## src/rtl/mem_wb_stage_if.sv

```systemverilog
`default_nettype none
// ============================================================================
//  Module   : mem_wb_stage_if
//  Purpose  : Execute-to-write-back bus for the MEM/WB pipeline stage, plus
//             the inspection port into the stage's data memory.
//  Revision : 1.0 - initial release
// ============================================================================
interface mem_wb_stage_if;
    logic [7:0] ans_ex;
    logic [7:0] B_Bypass;
    logic       mem_en_ex;
    logic       mem_rw_ex;
    logic       mem_mux_sel_ex;
    logic [4:0] RW_ex;
    logic [7:0] dbg_addr;
    logic [7:0] wb_data;
    logic [4:0] RW_wb;
    logic       ld_hit;
    logic [7:0] dbg_data;

    // Upstream side: presents the execute-stage results, observes write-back
    modport master (
        output ans_ex, B_Bypass, mem_en_ex, mem_rw_ex, mem_mux_sel_ex, RW_ex, dbg_addr,
        input  wb_data, RW_wb, ld_hit, dbg_data
    );

    // Stage side: consumes execute-stage results, produces write-back
    modport slave (
        input  ans_ex, B_Bypass, mem_en_ex, mem_rw_ex, mem_mux_sel_ex, RW_ex, dbg_addr,
        output wb_data, RW_wb, ld_hit, dbg_data
    );
endinterface
`default_nettype wire

```

## src/rtl/mem_wb_stage.sv

```systemverilog
`default_nettype none
// ============================================================================
//  Module   : mem_wb_stage
//  Purpose  : Memory-access / write-back pipeline stage with a 256x8 data
//             memory. Stores write on the clock edge, loads read the pre-edge
//             contents and register them into the write-back path.
//  Revision : 1.0 - initial release
// ============================================================================
module mem_wb_stage (
    input  wire logic          clk,
    input  wire logic          reset,   // asynchronous, active low
    mem_wb_stage_if.slave      bus
);
    localparam int c_DEPTH = 256;

    // Data memory; intentionally has no reset so contents survive it
    logic [7:0] r_mem [c_DEPTH];

    logic [7:0] r_wb_data;
    logic [4:0] r_rw_wb;
    logic       r_ld_hit;

    logic       w_load;
    logic       w_store;
    logic [7:0] w_wb_next;
    logic [4:0] w_rw_next;

    assign w_load  = bus.mem_en_ex & ~bus.mem_rw_ex;
    assign w_store = bus.mem_en_ex &  bus.mem_rw_ex;

    // Select write-back data; a memory-sourced write-back with no load behind
    // it has nothing valid to write, so the register write enable is dropped
    always_comb begin
        w_wb_next = bus.ans_ex;
        w_rw_next = bus.RW_ex;
        if (bus.mem_mux_sel_ex) begin
            if (w_load) begin
                w_wb_next = r_mem[bus.ans_ex];
            end else begin
                w_wb_next = 8'h00;
                w_rw_next = {1'b0, bus.RW_ex[3:0]};
            end
        end
    end

    // Memory write port; a store on an edge where reset is held is discarded
    always_ff @(posedge clk) begin
        if (reset && w_store) begin
            r_mem[bus.ans_ex] <= bus.B_Bypass;
        end
    end

    // Stage register with asynchronous clear
    always_ff @(posedge clk or negedge reset) begin
        if (!reset) begin
            r_wb_data <= 8'h00;
            r_rw_wb   <= 5'h00;
            r_ld_hit  <= 1'b0;
        end else begin
            r_wb_data <= w_wb_next;
            r_rw_wb   <= w_rw_next;
            r_ld_hit  <= w_load;
        end
    end

    assign bus.wb_data  = r_wb_data;
    assign bus.RW_wb    = r_rw_wb;
    assign bus.ld_hit   = r_ld_hit;
    assign bus.dbg_data = r_mem[bus.dbg_addr];
endmodule
`default_nettype wire

```

## src/flat_wrapper.sv

```systemverilog
// flat-port wrapper written by rule: the top's interface ports become plain ports
module mem_wb_stage_flat 
  (clk, reset, bus_ans_ex, bus_B_Bypass, bus_mem_en_ex, bus_mem_rw_ex, bus_mem_mux_sel_ex, bus_RW_ex, bus_dbg_addr, bus_wb_data, bus_RW_wb, bus_ld_hit, bus_dbg_data);
  mem_wb_stage_if bus_i ();
  input  wire logic clk;
  input  wire logic reset;
  input wire logic [$bits(bus_i.ans_ex)-1:0] bus_ans_ex;
  input wire logic [$bits(bus_i.B_Bypass)-1:0] bus_B_Bypass;
  input wire logic [$bits(bus_i.mem_en_ex)-1:0] bus_mem_en_ex;
  input wire logic [$bits(bus_i.mem_rw_ex)-1:0] bus_mem_rw_ex;
  input wire logic [$bits(bus_i.mem_mux_sel_ex)-1:0] bus_mem_mux_sel_ex;
  input wire logic [$bits(bus_i.RW_ex)-1:0] bus_RW_ex;
  input wire logic [$bits(bus_i.dbg_addr)-1:0] bus_dbg_addr;
  output wire logic [$bits(bus_i.wb_data)-1:0] bus_wb_data;
  output wire logic [$bits(bus_i.RW_wb)-1:0] bus_RW_wb;
  output wire logic [$bits(bus_i.ld_hit)-1:0] bus_ld_hit;
  output wire logic [$bits(bus_i.dbg_data)-1:0] bus_dbg_data;
  assign bus_i.ans_ex = bus_ans_ex;
  assign bus_i.B_Bypass = bus_B_Bypass;
  assign bus_i.mem_en_ex = bus_mem_en_ex;
  assign bus_i.mem_rw_ex = bus_mem_rw_ex;
  assign bus_i.mem_mux_sel_ex = bus_mem_mux_sel_ex;
  assign bus_i.RW_ex = bus_RW_ex;
  assign bus_i.dbg_addr = bus_dbg_addr;
  assign bus_wb_data = bus_i.wb_data;
  assign bus_RW_wb = bus_i.RW_wb;
  assign bus_ld_hit = bus_i.ld_hit;
  assign bus_dbg_data = bus_i.dbg_data;
  mem_wb_stage u_core (.clk(clk), .reset(reset), .bus(bus_i));
endmodule
```

## config.mk

```make
export PLATFORM = sky130hd
export DESIGN_NAME = mem_wb_stage_flat
export DESIGN_NICKNAME = d
export VERILOG_FILES = /design/src/rtl/mem_wb_stage_if.sv /design/src/rtl/mem_wb_stage.sv /design/src/flat_wrapper.sv
export SDC_FILE = /design/constraint.sdc
export NUM_CORES = 2
export LEC_CHECK = 0
export CORE_MARGIN = 3
export CORE_UTILIZATION = 45
export DETAILED_ROUTE_END_ITERATION = 8
export PLACE_DENSITY = 0.59
export SYNTH_ARGS = -nofsm -noshare
export SYNTH_HDL_FRONTEND = slang
export SYNTH_SLANG_ARGS = --single-unit
export TNS_END_PERCENT = 50
```

## constraint.sdc

```tcl
create_clock -name clk -period 2.3 [get_ports clk]
set_input_delay 0.23 -clock clk [delete_from_list [all_inputs] [get_ports clk]]
set_output_delay 0.23 -clock clk [all_outputs]
set_load 0.005 [all_outputs]
```

==> flow_summary.toml <==
[worst_hold_path]
holdPathStages = 1
min_to = "u_core.r_mem[254][7]"
hp-start = "bus_B_Bypass[7]"
hold_class = "input pin to flop"

[power_and_ir_drop]
p_sw_frac = 0.239
power_density_nw_per_um2 = 692
power_frac_comb = 0.103
total_power_w = 0.0859
p_leak_nw = 41.6
p_int_w = 0.0654
clockPowerShare = 0.415
peakVddDrop_mv = 0.797
p_seq_frac = 0.482
p_sw_w = 0.0205

[finish]
fillers = 15502
area_delta_synth_final_pct = 29.3
finalInstanceArea_um2 = 124000
drive_gt1_frac = 0.519
fin_nets = 6378

[timing]
whs_ns = 0.0368
finClkSkew_ns = 0.0447
tightestPinTransition_ns = 1.02
final_max_slew_viol_count = 0
period_share = 1.49
rsz0062_at_grt = "yes"
period_needed_ns = 3.42
fmax_mhz = 292
slew_headroom = 0.317
setup_viol_count_final = 16
setup_ws_ns = -1.12
tns_ns = -9.80
hold_viol = 0

[detailed_routing]
totalWireLength_mm = 364
via_per_inst = 6.68
wl_per_cell_um = 39.0
via_count = 62385
ant_nets = 0
drtIter0Drc = 9864
drc_errors = 0
drtPass1Iterations = 5

[clock_network]
cts_buffers = 216
insertion_delay_ns = 0.88
root_buffer = "clkbuf_16"
cts.sink_count = 2062
cts.htree.levels = 4
cts_tree = "done"
clk_pin_slew_worst_paths_ns = 0.06
clockBufferDepth = 3

[critical_path]
critPathCaptureType = "output port"
critPathArrivalTime_ns = 3.19
crit_top_cell = "mux4_2"
slowest_stage = "mux4_2"
worst-r2r-setup-slack_ns = -0.44
required_ns = 2.07
worst_r2r_endpoint = "u_core.bus.wb_data[7]"
crit_fanout = 2
path_class = "flop to output port"
startpoint_type = "flop"
r2r-start = "u_core.r_mem[83][7]"
crit_chain = "mux4_2 > mux4_2 > o22ai_4 > buf_6 > or4_4 > nor2_4 > buf_2"
reg2regPathDepth = 9
critPathMaxStageDelay_ns = 0.63

[logic_synthesis]
synth_cell_types = 66
synth_cells = 4799
postSynthAreaPerCell_um2 = 20.0
ys_dominant_reg_cell = "edfxtp_1"
syn_nets = 4833
yosys_register_bits = 2062
syn_area_um2 = 96000
synth_edf_count = 2048
synth_warnings = 0
ys_seq_area_frac = 0.644
async_flop_share = 0.00679

[placement]
numPortBuffers = 55
place_congestion = 1.00
dp_hpwl_mm = 268
place_ws_ns = -1.94
placed_area_um2 = 116000

[floorplan]
fp-row-count = 168
die_x_um = 468
core_area_um2 = 211000
die_y_um = 468
num_io_pins = 56
fp.dieArea_um2 = 219000
start_util = 0.455

[global_routing]
use_met2 = 0.503
grt_pass1_vias = 61473
grt_usage = 0.333
grt.busiest_layer = "met2"
grt_max_degree = 106
grt_use_met3 = 0.0791
overflow = 0
grt_pass1_wl_mm = 500
antenna_found_initial = 26
met1_usage = 0.463

[flow_run]
maxCapViolCount = 0

[outcome]
violations = "setup timing"
outcome = "complete, but fails checks"
-- cells in the mapped netlist (all sizes together), types with 6 or more instances --
cell | number | share of area
a2111oi | 9 | 0.00083
a211oi | 8 | 0.00063
a21oi | 44 | 0.0023
a221oi | 23 | 0.0021
a22o | 23 | 0.0021
a22oi | 137 | 0.011
a311oi | 6 | 0.00055
a31oi | 13 | 0.00085
and3 | 9 | 0.00059
buf | 287 | 0.018
clkbuf | 107 | 0.0042
dfrtp | 14 | 0.0037
edfxtp | 2048 | 0.64
inv | 8 | 0.00031
mux2i | 207 | 0.022
mux4 | 1061 | 0.25
nand2 | 110 | 0.0043
nand2b | 8 | 0.00052
nand3 | 65 | 0.0034
nand4 | 30 | 0.0020
nor2 | 313 | 0.012
nor2b | 11 | 0.00072
nor3 | 23 | 0.0012
nor4 | 13 | 0.00085
o211ai | 8 | 0.00063
o21ai | 25 | 0.0013
o22ai | 99 | 0.0065
or4 | 16 | 0.0013
-- worst max-delay path by stage --
stage	slack, ns	depth (start not counted)	end	start
2_1_floorplan	-0.16	9	u_core.r_mem[234][0]	bus_ans_ex[1]
3_3_place_gp	-1.93	11	bus_dbg_data[2]	bus_dbg_addr[0]
3_5_place_dp	-1.94	11	bus_dbg_data[2]	bus_dbg_addr[0]
4_1_cts	-1.13	7	bus_dbg_data[6]	u_core.r_mem[114][6]
5_1_grt	-1.15	7	bus_dbg_data[6]	u_core.r_mem[75][6]
6_report	-1.12	7	bus_dbg_data[6]	u_core.r_mem[75][6]
-- cells by family after synthesis --
kind of cell,Yosys count,share of synthesized area
AOI/OAI and AO/OA,428,0.0315
DFF,2062,0.644
buffers and inverters,403,0.0228
and+or+nand+nor,634,0.0301
muxes,1272,0.271
-- critical path, delay by kind of cell (launching register included) --
family | cells | cell delay (ns)
AOI/OAI and AO/OA | 1 | 0.28
buffers and inverters | 2 | 0.29
DFF | 1 | 0.39
muxes | 2 | 1.14
and+or+nand+nor | 2 | 0.22
-- layout by cell type (no fill, tap or decap), drive strengths merged, types with 14 or more instances in the layout --
cell type / Yosys / routed
o21ai: 25 / 25
buf: 287 / 1672
bufinv: 0 / 25
nand2: 110 / 110
a221oi: 23 / 23
mux4: 1061 / 1061
a22o: 23 / 23
a22oi: 137 / 137
clkbuf: 107 / 259
edfxtp: 2048 / 2048
o22ai: 99 / 99
dlygate4sd3: 0 / 15
nand4: 30 / 30
clkdlybuf4s50: 0 / 26
mux2i: 207 / 207
dfrtp: 14 / 14
nand3: 65 / 65
nor2: 313 / 313
or4: 16 / 16
a21oi: 44 / 44
clkinv: 1 / 105
nor3: 23 / 23
-- per-stage QoR --
stage	util	cells
2_1_floorplan	-	4799
3_3_place_gp	0.549	8905
3_5_place_dp	0.549	8905
4_1_cts	0.587	9327
5_1_grt	0.588	9333
6_report	0.588	9341
-- power groups by stage --
stage          Combinational (W)  Clock (W)  Sequential, W
2_1_floorplan            0.00379          0         0.0422
3_3_place_gp             0.00843          0         0.0422
5_1_grt                  0.00901     0.0375         0.0413
6_report                 0.00884     0.0357         0.0414
4_1_cts                  0.00865     0.0360         0.0414
3_5_place_dp             0.00846          0         0.0422
-- final cells by class --
class | count | area, um2 | area share
Sequential cell | 2062 | 61900 | 0.499
Multi-Input combinational cell | 2334 | 34100 | 0.274
Timing Repair Buffer | 1721 | 17400 | 0.140
Clock buffer | 251 | 5560 | 0.0448
Tap cell | 2805 | 3510 | 0.0283
Clock inverter | 146 | 1620 | 0.0130
Inverter | 9 | 35.0 | 0.000282
Antenna cell | 13 | 32.5 | 0.000262
-- per-layer routing --
metal | wire length (um) | part of all wire | vias to the layer above
met5 | 57 | 0.00016 | -
met4 | 19200 | 0.053 | 8
met3 | 40000 | 0.11 | 748
met2 | 166000 | 0.46 | 4215
met1 | 139000 | 0.38 | 33299
li1 | - | - | 24115
-- registers in the layout, indices dropped and copies added (netlist names) --
name and count:
u_core.bus.RW_wb 5, u_core.bus.ld_hit 1, u_core.bus.wb_data 8, u_core.r_mem 2048
-- timing repair --
action	4_1_cts	5_1_grt
pin swaps	33	23
setup buffers	16	4
endpoints found under the hold margin	274	0
resized for setup	144	36
hold buffers	15	0
endpoints found under the setup margin	17	22
Power figures use the tool's default switching activity.
